$ cat src/rtl/i2c_target_m.sv
// I2C target exposing an 8x8-bit register file with a host read port and write-notify strobe.
// Optional macro I2C_TARGET_GLITCH_FILTER_EN adds a 3-sample stability filter on SCL/SDA.
module i2c_target_m #(
    parameter logic [6:0] I2C_ADDR = 7'h50
) (
    input  logic       bbc_ck8,
    input  logic       reset,
    input  logic       scl,
    input  logic       sda_in,
    output logic       sda_oe,
    input  logic [2:0] host_addr,
    output logic [7:0] host_rdata,
    output logic       wr_stb,
    output logic [2:0] wr_addr,
    output logic [7:0] wr_data,
    output logic       busy
);
    localparam int unsigned DW   = 8;
    localparam int unsigned AW   = 3;
    localparam int unsigned NREG = 8;
    localparam int unsigned CW   = 4;

    typedef enum logic [3:0] {
        IDLE, ADDR, ADDR_ACK, PTR, PTR_ACK, WR_DATA, WR_ACK, RD_DATA, RD_ACK, WAIT
    } state_t;

    state_t          state, state_nxt;
    logic [1:0]      scl_sync, sda_sync;
    logic            scl_lvl, sda_lvl, scl_prev, sda_prev;
    logic [CW-1:0]   bit_cnt, cnt_nxt;
    logic [DW-1:0]   shreg, shreg_nxt;
    logic [AW-1:0]   ptr, ptr_nxt;
    logic [DW-1:0]   regs [NREG];
    logic            sda_oe_nxt, busy_nxt, commit;

    always_ff @(posedge bbc_ck8) begin
        if (reset) begin
            scl_sync <= 2'b11;
            sda_sync <= 2'b11;
        end else begin
            scl_sync <= {scl_sync[0], scl};
            sda_sync <= {sda_sync[0], sda_in};
        end
    end

`ifdef I2C_TARGET_GLITCH_FILTER_EN
    logic scl_run, sda_run;

    // Accept a new level once three consecutive pin samples agree (two in sync[1] history, one in sync[0]).
    always_ff @(posedge bbc_ck8) begin
        if (reset) begin
            scl_lvl <= 1'b1;
            sda_lvl <= 1'b1;
            scl_run <= 1'b0;
            sda_run <= 1'b0;
        end else begin
            if (scl_sync[1] == scl_lvl) begin
                scl_run <= 1'b0;
            end else if (scl_run && (scl_sync[0] == scl_sync[1])) begin
                scl_lvl <= scl_sync[1];
                scl_run <= 1'b0;
            end else begin
                scl_run <= 1'b1;
            end
            if (sda_sync[1] == sda_lvl) begin
                sda_run <= 1'b0;
            end else if (sda_run && (sda_sync[0] == sda_sync[1])) begin
                sda_lvl <= sda_sync[1];
                sda_run <= 1'b0;
            end else begin
                sda_run <= 1'b1;
            end
        end
    end
`else
    assign scl_lvl = scl_sync[1];
    assign sda_lvl = sda_sync[1];
`endif

    always_ff @(posedge bbc_ck8) begin
        if (reset) begin
            scl_prev <= 1'b1;
            sda_prev <= 1'b1;
        end else begin
            scl_prev <= scl_lvl;
            sda_prev <= sda_lvl;
        end
    end

    logic scl_rise, scl_fall, start_det, stop_det, byte_done, addr_hit;
    assign scl_rise  = scl_lvl & ~scl_prev;
    assign scl_fall  = ~scl_lvl & scl_prev;
    assign start_det = scl_lvl & scl_prev & sda_prev & ~sda_lvl;
    assign stop_det  = scl_lvl & scl_prev & ~sda_prev & sda_lvl;
    assign byte_done = scl_fall && (bit_cnt == CW'(8));
    assign addr_hit  = (shreg[7:1] == I2C_ADDR);

    always_ff @(posedge bbc_ck8) begin
        if (reset) state <= IDLE;
        else       state <= state_nxt;
    end

    // Bus conditions take priority over any SCL edge in the same cycle.
    always_comb begin
        state_nxt = state;
        if (start_det) begin
            state_nxt = ADDR;
        end else if (stop_det) begin
            state_nxt = IDLE;
        end else begin
            case (state)
                ADDR:     if (byte_done) state_nxt = addr_hit ? ADDR_ACK : IDLE;
                ADDR_ACK: if (scl_fall) state_nxt = shreg[0] ? RD_DATA : PTR;
                PTR:      if (byte_done) state_nxt = PTR_ACK;
                PTR_ACK:  if (scl_fall) state_nxt = WR_DATA;
                WR_DATA:  if (byte_done) state_nxt = WR_ACK;
                WR_ACK:   if (scl_fall) state_nxt = WR_DATA;
                RD_DATA:  if (scl_fall && (bit_cnt == CW'(7))) state_nxt = RD_ACK;
                RD_ACK: begin
                    if (scl_rise && sda_lvl) state_nxt = WAIT;
                    else if (scl_fall)       state_nxt = RD_DATA;
                end
                default: state_nxt = state;
            endcase
        end
    end

    always_comb begin
        cnt_nxt    = bit_cnt;
        shreg_nxt  = shreg;
        ptr_nxt    = ptr;
        busy_nxt   = busy;
        sda_oe_nxt = sda_oe;
        commit     = 1'b0;
        if (start_det) begin
            cnt_nxt    = '0;
            sda_oe_nxt = 1'b0;
        end else if (stop_det) begin
            cnt_nxt    = '0;
            sda_oe_nxt = 1'b0;
            busy_nxt   = 1'b0;
        end else begin
            case (state)
                ADDR, PTR, WR_DATA: begin
                    if (scl_rise) begin
                        shreg_nxt = {shreg[6:0], sda_lvl};
                        cnt_nxt   = bit_cnt + CW'(1);
                    end else if (byte_done) begin
                        cnt_nxt = '0;
                        if (state == ADDR) begin
                            busy_nxt   = busy | addr_hit;
                            sda_oe_nxt = addr_hit;
                        end else if (state == PTR) begin
                            ptr_nxt    = shreg[AW-1:0];
                            sda_oe_nxt = 1'b1;
                        end else begin
                            commit     = 1'b1;
                            ptr_nxt    = ptr + AW'(1);
                            sda_oe_nxt = 1'b1;
                        end
                    end
                end
                ADDR_ACK, PTR_ACK, WR_ACK, RD_ACK: begin
                    if (scl_fall) begin
                        cnt_nxt    = '0;
                        sda_oe_nxt = 1'b0;
                        if ((state == RD_ACK) || ((state == ADDR_ACK) && shreg[0])) begin
                            shreg_nxt  = regs[ptr];
                            sda_oe_nxt = ~regs[ptr][7];
                        end
                    end
                end
                RD_DATA: begin
                    if (scl_fall) begin
                        if (bit_cnt == CW'(7)) begin
                            cnt_nxt    = '0;
                            sda_oe_nxt = 1'b0;
                            ptr_nxt    = ptr + AW'(1);
                        end else begin
                            cnt_nxt    = bit_cnt + CW'(1);
                            shreg_nxt  = {shreg[6:0], 1'b0};
                            sda_oe_nxt = ~shreg[6];
                        end
                    end
                end
                default: sda_oe_nxt = 1'b0;
            endcase
        end
    end

    always_ff @(posedge bbc_ck8) begin
        if (reset) begin
            bit_cnt <= '0;
            shreg   <= '0;
            ptr     <= '0;
            busy    <= 1'b0;
            sda_oe  <= 1'b0;
            wr_stb  <= 1'b0;
            wr_addr <= '0;
            wr_data <= '0;
            regs    <= '{default: '0};
        end else begin
            bit_cnt <= cnt_nxt;
            shreg   <= shreg_nxt;
            ptr     <= ptr_nxt;
            busy    <= busy_nxt;
            sda_oe  <= sda_oe_nxt;
            wr_stb  <= commit;
            if (commit) begin
                regs[ptr] <= shreg;
                wr_addr   <= ptr;
                wr_data   <= shreg;
            end
        end
    end

    assign host_rdata = regs[host_addr];

endmodule

$ cat config.mk
export PLATFORM = sky130hd
export DESIGN_NAME = i2c_target_m
export DESIGN_NICKNAME = d
export VERILOG_FILES = /design/src/rtl/i2c_target_m.sv
export SDC_FILE = /design/constraint.sdc
export NUM_CORES = 1
export LEC_CHECK = 0
export CORE_ASPECT_RATIO = 0.5
export CORE_MARGIN = 2
export CORE_UTILIZATION = 50
export CTS_CLUSTER_DIAMETER = 80
export DETAILED_ROUTE_END_ITERATION = 8
export PLACE_DENSITY = 0.67
export SLEW_MARGIN = 0
export SYNTH_ARGS = -nofsm -noshare
export SYNTH_HDL_FRONTEND = slang
export SYNTH_SLANG_ARGS = --single-unit
$ cat constraint.sdc
create_clock -name bbc_ck8 -period 6.3 [get_ports bbc_ck8]
set_clock_uncertainty 0.15 [all_clocks]
set_input_delay 1.26 -clock bbc_ck8 [delete_from_list [all_inputs] [get_ports bbc_ck8]]
set_output_delay 1.26 -clock bbc_ck8 [all_outputs]
set_load 0.005 [all_outputs]
==> results_dict.tcl, run 1 <==
set metrics [dict create \
    status "finished, final reports clean" \
    required_ps 4890 \
    grt.total_usage_pct 24.6 \
    cts_root_buf "clkbuf_16" \
    synth_cell_type_count 60 \
    drc 0 \
    min_path_type "flop to flop" \
    synth_nets 579 \
    ys_ff_latch 103 \
    place_inst 690 \
    overflow 0 \
    viasPerCell 6.18 \
    worstHoldPathCells 1 \
    hpwl_mm 8.77 \
    leakagePower_nw 2.21 \
    dr.pass1.iters 5 \
    cts_tree "yes" \
    synthToLayoutAreaGrowth_pct 10.1 \
    postCtsSetupBuffers 0 \
    cts_hold_buffers 0 \
    io_buffers 28 \
    drt_wl_total_mm 13.9 \
    hold_ws_ps 262 \
    most-common-layout-cells "dfxtp_1, nor2_1, mux2i_1" \
    arrival_ps 3440 \
    synth_top_flop_cell "dfxtp_1" \
    clk_latency_ps 350 \
    yosys_warnings 0 \
    drv_slew 0 \
    cts_max_path_buffers 2 \
    path_class "primary input to output pin" \
    die-width_um 151 \
    nets 571 \
    fillCellCount 902 \
    clock-sinks 103 \
    r2r_cells 5 \
    drive_above_1_share_pct 14.0 \
    grt_pass1_wl_mm 22.2 \
    drv_cap 0 \
    setup_ws_ps 1450 \
    multi_input_area_um2 3110 \
    start_util_pct 52.4 \
    max_slew_margin_pct 24.9 \
    fin_cells 706 \
    rows 26 \
    p_total_mw 1.25 \
    drtIter0Drc 360 \
    rsz0062_at_grt "false" \
    fin_setup_tns_ps 0 \
    worst_pin_slew_ps 1130 \
    core_um2 10400 \
    vias 4360 \
    die_y_um 77.7 \
    yosysTopAreaCellShare_pct 38.0 \
    max_freq_mhz 206 \
    post_cts_resized 0 \
    cts-htree-levels 3 \
    ff_latch_area_um2 2060 \
    synthCells 569 \
    synth_edf_count 0 \
    syn_avg_cell_area_um2 9.55 \
    final_antenna_net_count 0 \
    final_util_pct 57.7 \
    final-hold-violation-count 0 \
    antenna_found_initial 0 \
    finalCritPeriodShare_pct 76.9 \
    placed_area_um2 5690 \
    syn_area_um2 5430 \
    layout_commonest_cell "dfxtp_1" \
    cts_made_buffers 9 \
    critPathCaptureType "output pin" \
    die-area_um2 11800 \
    min_period_ps 4850 \
    io_pins 29 \
    ir_drop_mv 0.131 \
    grt_max_degree 92 \
    synth_area_leaders "dfxtp_1, mux2i_1, mux4_2" \
    clkSlewWorstSetupHoldPaths_ps 70 \
    cellPowerDensity_nw_per_um2 208 \
    design_area_um2 5980 \
    synth_top_area_cell "dfxtp_1" \
    n_antenna_cell 0 \
    place.gp.congestion 0.836 \
    setup_violations 0 \
    startpoint_type "primary input" \
    worstPathMaxFanout 16 \
    ys_seq_area_share_pct 38.0 \
    post_drt_wl_per_cell_um 19.7 \
    grt_pass1_vias 4090 \
    place_ws_ps 1460 \
    synth_async_sr_flop_share_pct 0 \
]
per-layer routing:
layer / vias to the layer above / global-route usage, % / part of all wire (%)
met5: - / 0 / 0
met3: 17 / 4.88 / 5.8
li1: 2068 / - / -
met1: 2136 / 35.5 / 48
met4: 0 / 7.76 / 1.4
met2: 139 / 37.1 / 44
report_power, final:
| group | internal [mW] | total (mW) | switching [mW] | leakage (nW) |
|---|---|---|---|---|
| Sequential | 0.653 | 0.657 | 0.00496 | 0.830 |
| Combinational | 0.0141 | 0.0406 | 0.0265 | 1.24 |
| Clock | 0.285 | 0.549 | 0.264 | 0.139 |
final timing paths:
path | start | endpoint | slack (ps)
setup / recovery | host_addr[1] | host_rdata[2] | 1450
hold / removal | sda_sync[0] | sda_sync[1] | 260
setup reg to reg | scl_prev | regs[16] | 3200
hold reg to reg | sda_sync[0] | sda_sync[1] | 260
sequential cells by signal, summed over array words and instances, names as in the netlist:
register,cells
bit_cnt,4
busy,1
ptr,3
regs,64
scl_prev,1
scl_sync,2
sda_oe,1
sda_prev,1
sda_sync,2
shreg,8
state,4
wr_addr,3
wr_data,8
wr_stb,1
critical path: stages:
cell,delay [ps]
clkdlybuf4s50_1,1020
mux4_2,420
mux2_2,280
clkdlybuf4s50_1,460
synth_stat cells, types with 3 or more instances:
| cell type | count |
|---|---|
| o21ai_0 | 10 |
| nand4_1 | 3 |
| a211oi_1 | 7 |
| inv_1 | 8 |
| and2_1 | 8 |
| mux2i_1 | 72 |
| buf_2 | 9 |
| nor2_1 | 80 |
| or3_1 | 5 |
| mux4_2 | 22 |
| a21oi_1 | 29 |
| nand3_1 | 14 |
| nand2_1 | 31 |
| nor3_1 | 9 |
| nand2b_1 | 7 |
| o2111ai_1 | 4 |
| nor2b_1 | 3 |
| a2111oi_0 | 10 |
| buf_1 | 4 |
| o22ai_1 | 11 |
| mux2_2 | 18 |
| or2_2 | 7 |
| nand3b_1 | 7 |
| nor3_4 | 3 |
| dfxtp_1 | 103 |
| o31ai_1 | 3 |
| nor4_1 | 4 |
| clkbuf_1 | 35 |
| and3b_1 | 3 |
| ha_1 | 3 |
| buf_6 | 3 |
area by class of cell:
type | count | share of cell area, %
multi-input cells | 406 | 51.9
clock buffers | 10 | 3.99
inverters | 8 | 0.502
repair buffers | 33 | 5.23
clock inverters | 6 | 0.941
well taps | 140 | 2.93
flip-flops and latches | 103 | 34.5
cells by family after synthesis:
logic type / count (synthesis) / synth area share [%]
xor gates and xnor gates: 1 / 0.161
muxes: 112 / 26.1
buffers and inverters: 60 / 4.84
AOI/OAI and AO/OA: 97 / 12.3
and+or+nand+nor: 193 / 17.9
DFF: 103 / 38.0
adders and majority gates: 3 / 0.691
Note: power is estimated with default switching activity, not from simulation.
==> inputs of run 2 (changes only) <==
--- a/config.mk
+++ b/config.mk
@@ -10,7 +10,7 @@
 export CORE_UTILIZATION = 50
 export CTS_CLUSTER_DIAMETER = 80
 export DETAILED_ROUTE_END_ITERATION = 8
-export PLACE_DENSITY = 0.67
+export PLACE_DENSITY = 0.7
 export SLEW_MARGIN = 0
 export SYNTH_ARGS = -nofsm -noshare
 export SYNTH_HDL_FRONTEND = slang
==> constraint.sdc (replaced) <==
create_clock -name bbc_ck8 -period 4.35 [get_ports bbc_ck8]
set_clock_uncertainty 0.15 [all_clocks]
set_input_delay 0.87 -clock bbc_ck8 [delete_from_list [all_inputs] [get_ports bbc_ck8]]
set_output_delay 0.87 -clock bbc_ck8 [all_outputs]
set_load 0.005 [all_outputs]
==> run 2 against run 1 <==
Hold slack improved by 2.5 ps. Design area increased by 0.61%. Final cell count increased by 0.14%. Clock-buffer cell count increased by 4. Setup slack got worse by 940 ps. First-iteration DRC count increased by 8.1%. Global-route usage decreased by 0.050 points. Die area unchanged.
==> results_dict.tcl, run 2 (same netlist as run 1, synthesis figures left out) <==
set metrics [dict create \
    grt_use_met1_pct 35.1 \
    worst_pin_slew_ps 1090 \
    n_antenna_cell 0 \
    cts_made_buffers 9 \
    fin_setup_tns_ps 0 \
    io_pins 29 \
    min_path_type "flop to flop" \
    nets 572 \
    clkSlewWorstSetupHoldPaths_ps 60 \
    arrival_ps 2820 \
    required_ps 3330 \
    max_slew_margin_pct 27.4 \
    core_um2 10400 \
    post_drt_wl_per_cell_um 19.1 \
    fin_cells 707 \
    grt_pass1_vias 4164 \
    final-hold-violation-count 0 \
    largest_reg_flops 64 \
    grt.total_usage_pct 24.6 \
    ir_drop_mv 0.192 \
    worstPathMaxFanout 16 \
    p_total_mw 1.85 \
    grt_use_met2_pct 37.9 \
    leakagePower_nw 2.23 \
    drv_slew 0 \
    hold_ws_ps 265 \
    max_freq_mhz 260 \
    io_buffers 28 \
    fillCellCount 914 \
    layout_commonest_cell "dfxtp_1" \
    top_usage_layer "met2" \
    most-common-layout-cells "dfxtp_1, nor2_1, mux2i_1" \
    final_antenna_net_count 0 \
    die-width_um 151 \
    critPathCaptureType "output pin" \
    cts_tree "yes" \
    cts_max_path_buffers 2 \
    startpoint_type "primary input" \
    hpwl_mm 8.74 \
    clock-sinks 103 \
    overflow 0 \
    clk_latency_ps 350 \
    min_period_ps 3840 \
    top_regs "regs (64), shreg (8), wr_data (8)" \
    post_cts_resized 0 \
    rows 26 \
    die-area_um2 11800 \
    synthToLayoutAreaGrowth_pct 10.8 \
    cellPowerDensity_nw_per_um2 308 \
    grt_max_degree 70 \
    cts_hold_buffers 0 \
    place_inst 691 \
    rsz0062_at_grt "false" \
    drc 0 \
    grt_pass1_wl_mm 22.2 \
    setup_violations 0 \
    dr.pass1.iters 4 \
    status "finished, final reports clean" \
    final_util_pct 58.0 \
    regMostFlops "regs" \
    cts_root_buf "clkbuf_16" \
    drv_cap 0 \
    path_class "primary input to output pin" \
    drtIter0Drc 389 \
    die_y_um 77.7 \
    antenna_found_initial 0 \
    multi_input_area_um2 3110 \
    drive_above_1_share_pct 13.8 \
    viasPerCell 6.18 \
    finalCritPeriodShare_pct 88.3 \
    place.gp.congestion 0.831 \
    grt_util_met3_pct 5.47 \
    drt_wl_total_mm 13.5 \
    cts-htree-levels 3 \
    start_util_pct 52.4 \
    ff_latch_area_um2 2060 \
    vias 4366 \
    postCtsSetupBuffers 0 \
]
-- run 2: cell types whose count changed in the layout (fill, tap and decap cells not counted), sizes merged --
cell,change
clkbuf,+4
clkinv,-3
buf,+1
bufinv,+1
clkinvlp,-1
inv,-1
-- run 2: critical path: stages --
cell and delay, ps:
clkdlybuf4s50_1 500, buf_12 190, mux4_2 520, mux2_2 290, clkdlybuf4s50_1 440
-- run 2: where the power goes --
part	internal (mW)	total (mW)	switching, mW
clock	0.494	0.839	0.346
sequential	0.946	0.953	0.00705
combinational	0.0220	0.0606	0.0386
-- run 2: path summary, 6_finish.rpt --
check,from,end,slack [ps],cells after the start
max,host_addr[0],host_rdata[5],510,5
min,scl_sync[0],scl_sync[1],260,1
max reg2reg,scl_prev,regs[18],1250,5
min reg2reg,scl_sync[0],scl_sync[1],260,1
-- run 2: routing by layer --
layer	vias to the layer above	wire length (um)
li1	2067	-
met1	2139	6270
met2	145	6150
met3	15	948
met4	0	166
met5	-	0
-- run 2: layout make-up --
class / instances / area share [%]
Inverter: 8 / 0.499
Sequential cell: 103 / 34.3
Timing Repair Buffer: 34 / 5.53
Tap cell: 140 / 2.91
Clock inverter: 2 / 0.624
Clock buffer: 14 / 4.55
Multi-Input combinational cell: 406 / 51.6
-- run 2: metrics by stage --
step                      setup WS, ps  cell area (um2)
after floorplan                    954             5430
after global placement             521             5710
after detailed placement           502             5710
after CTS                          496             6020
after global routing               441             6020
final                              510             6020
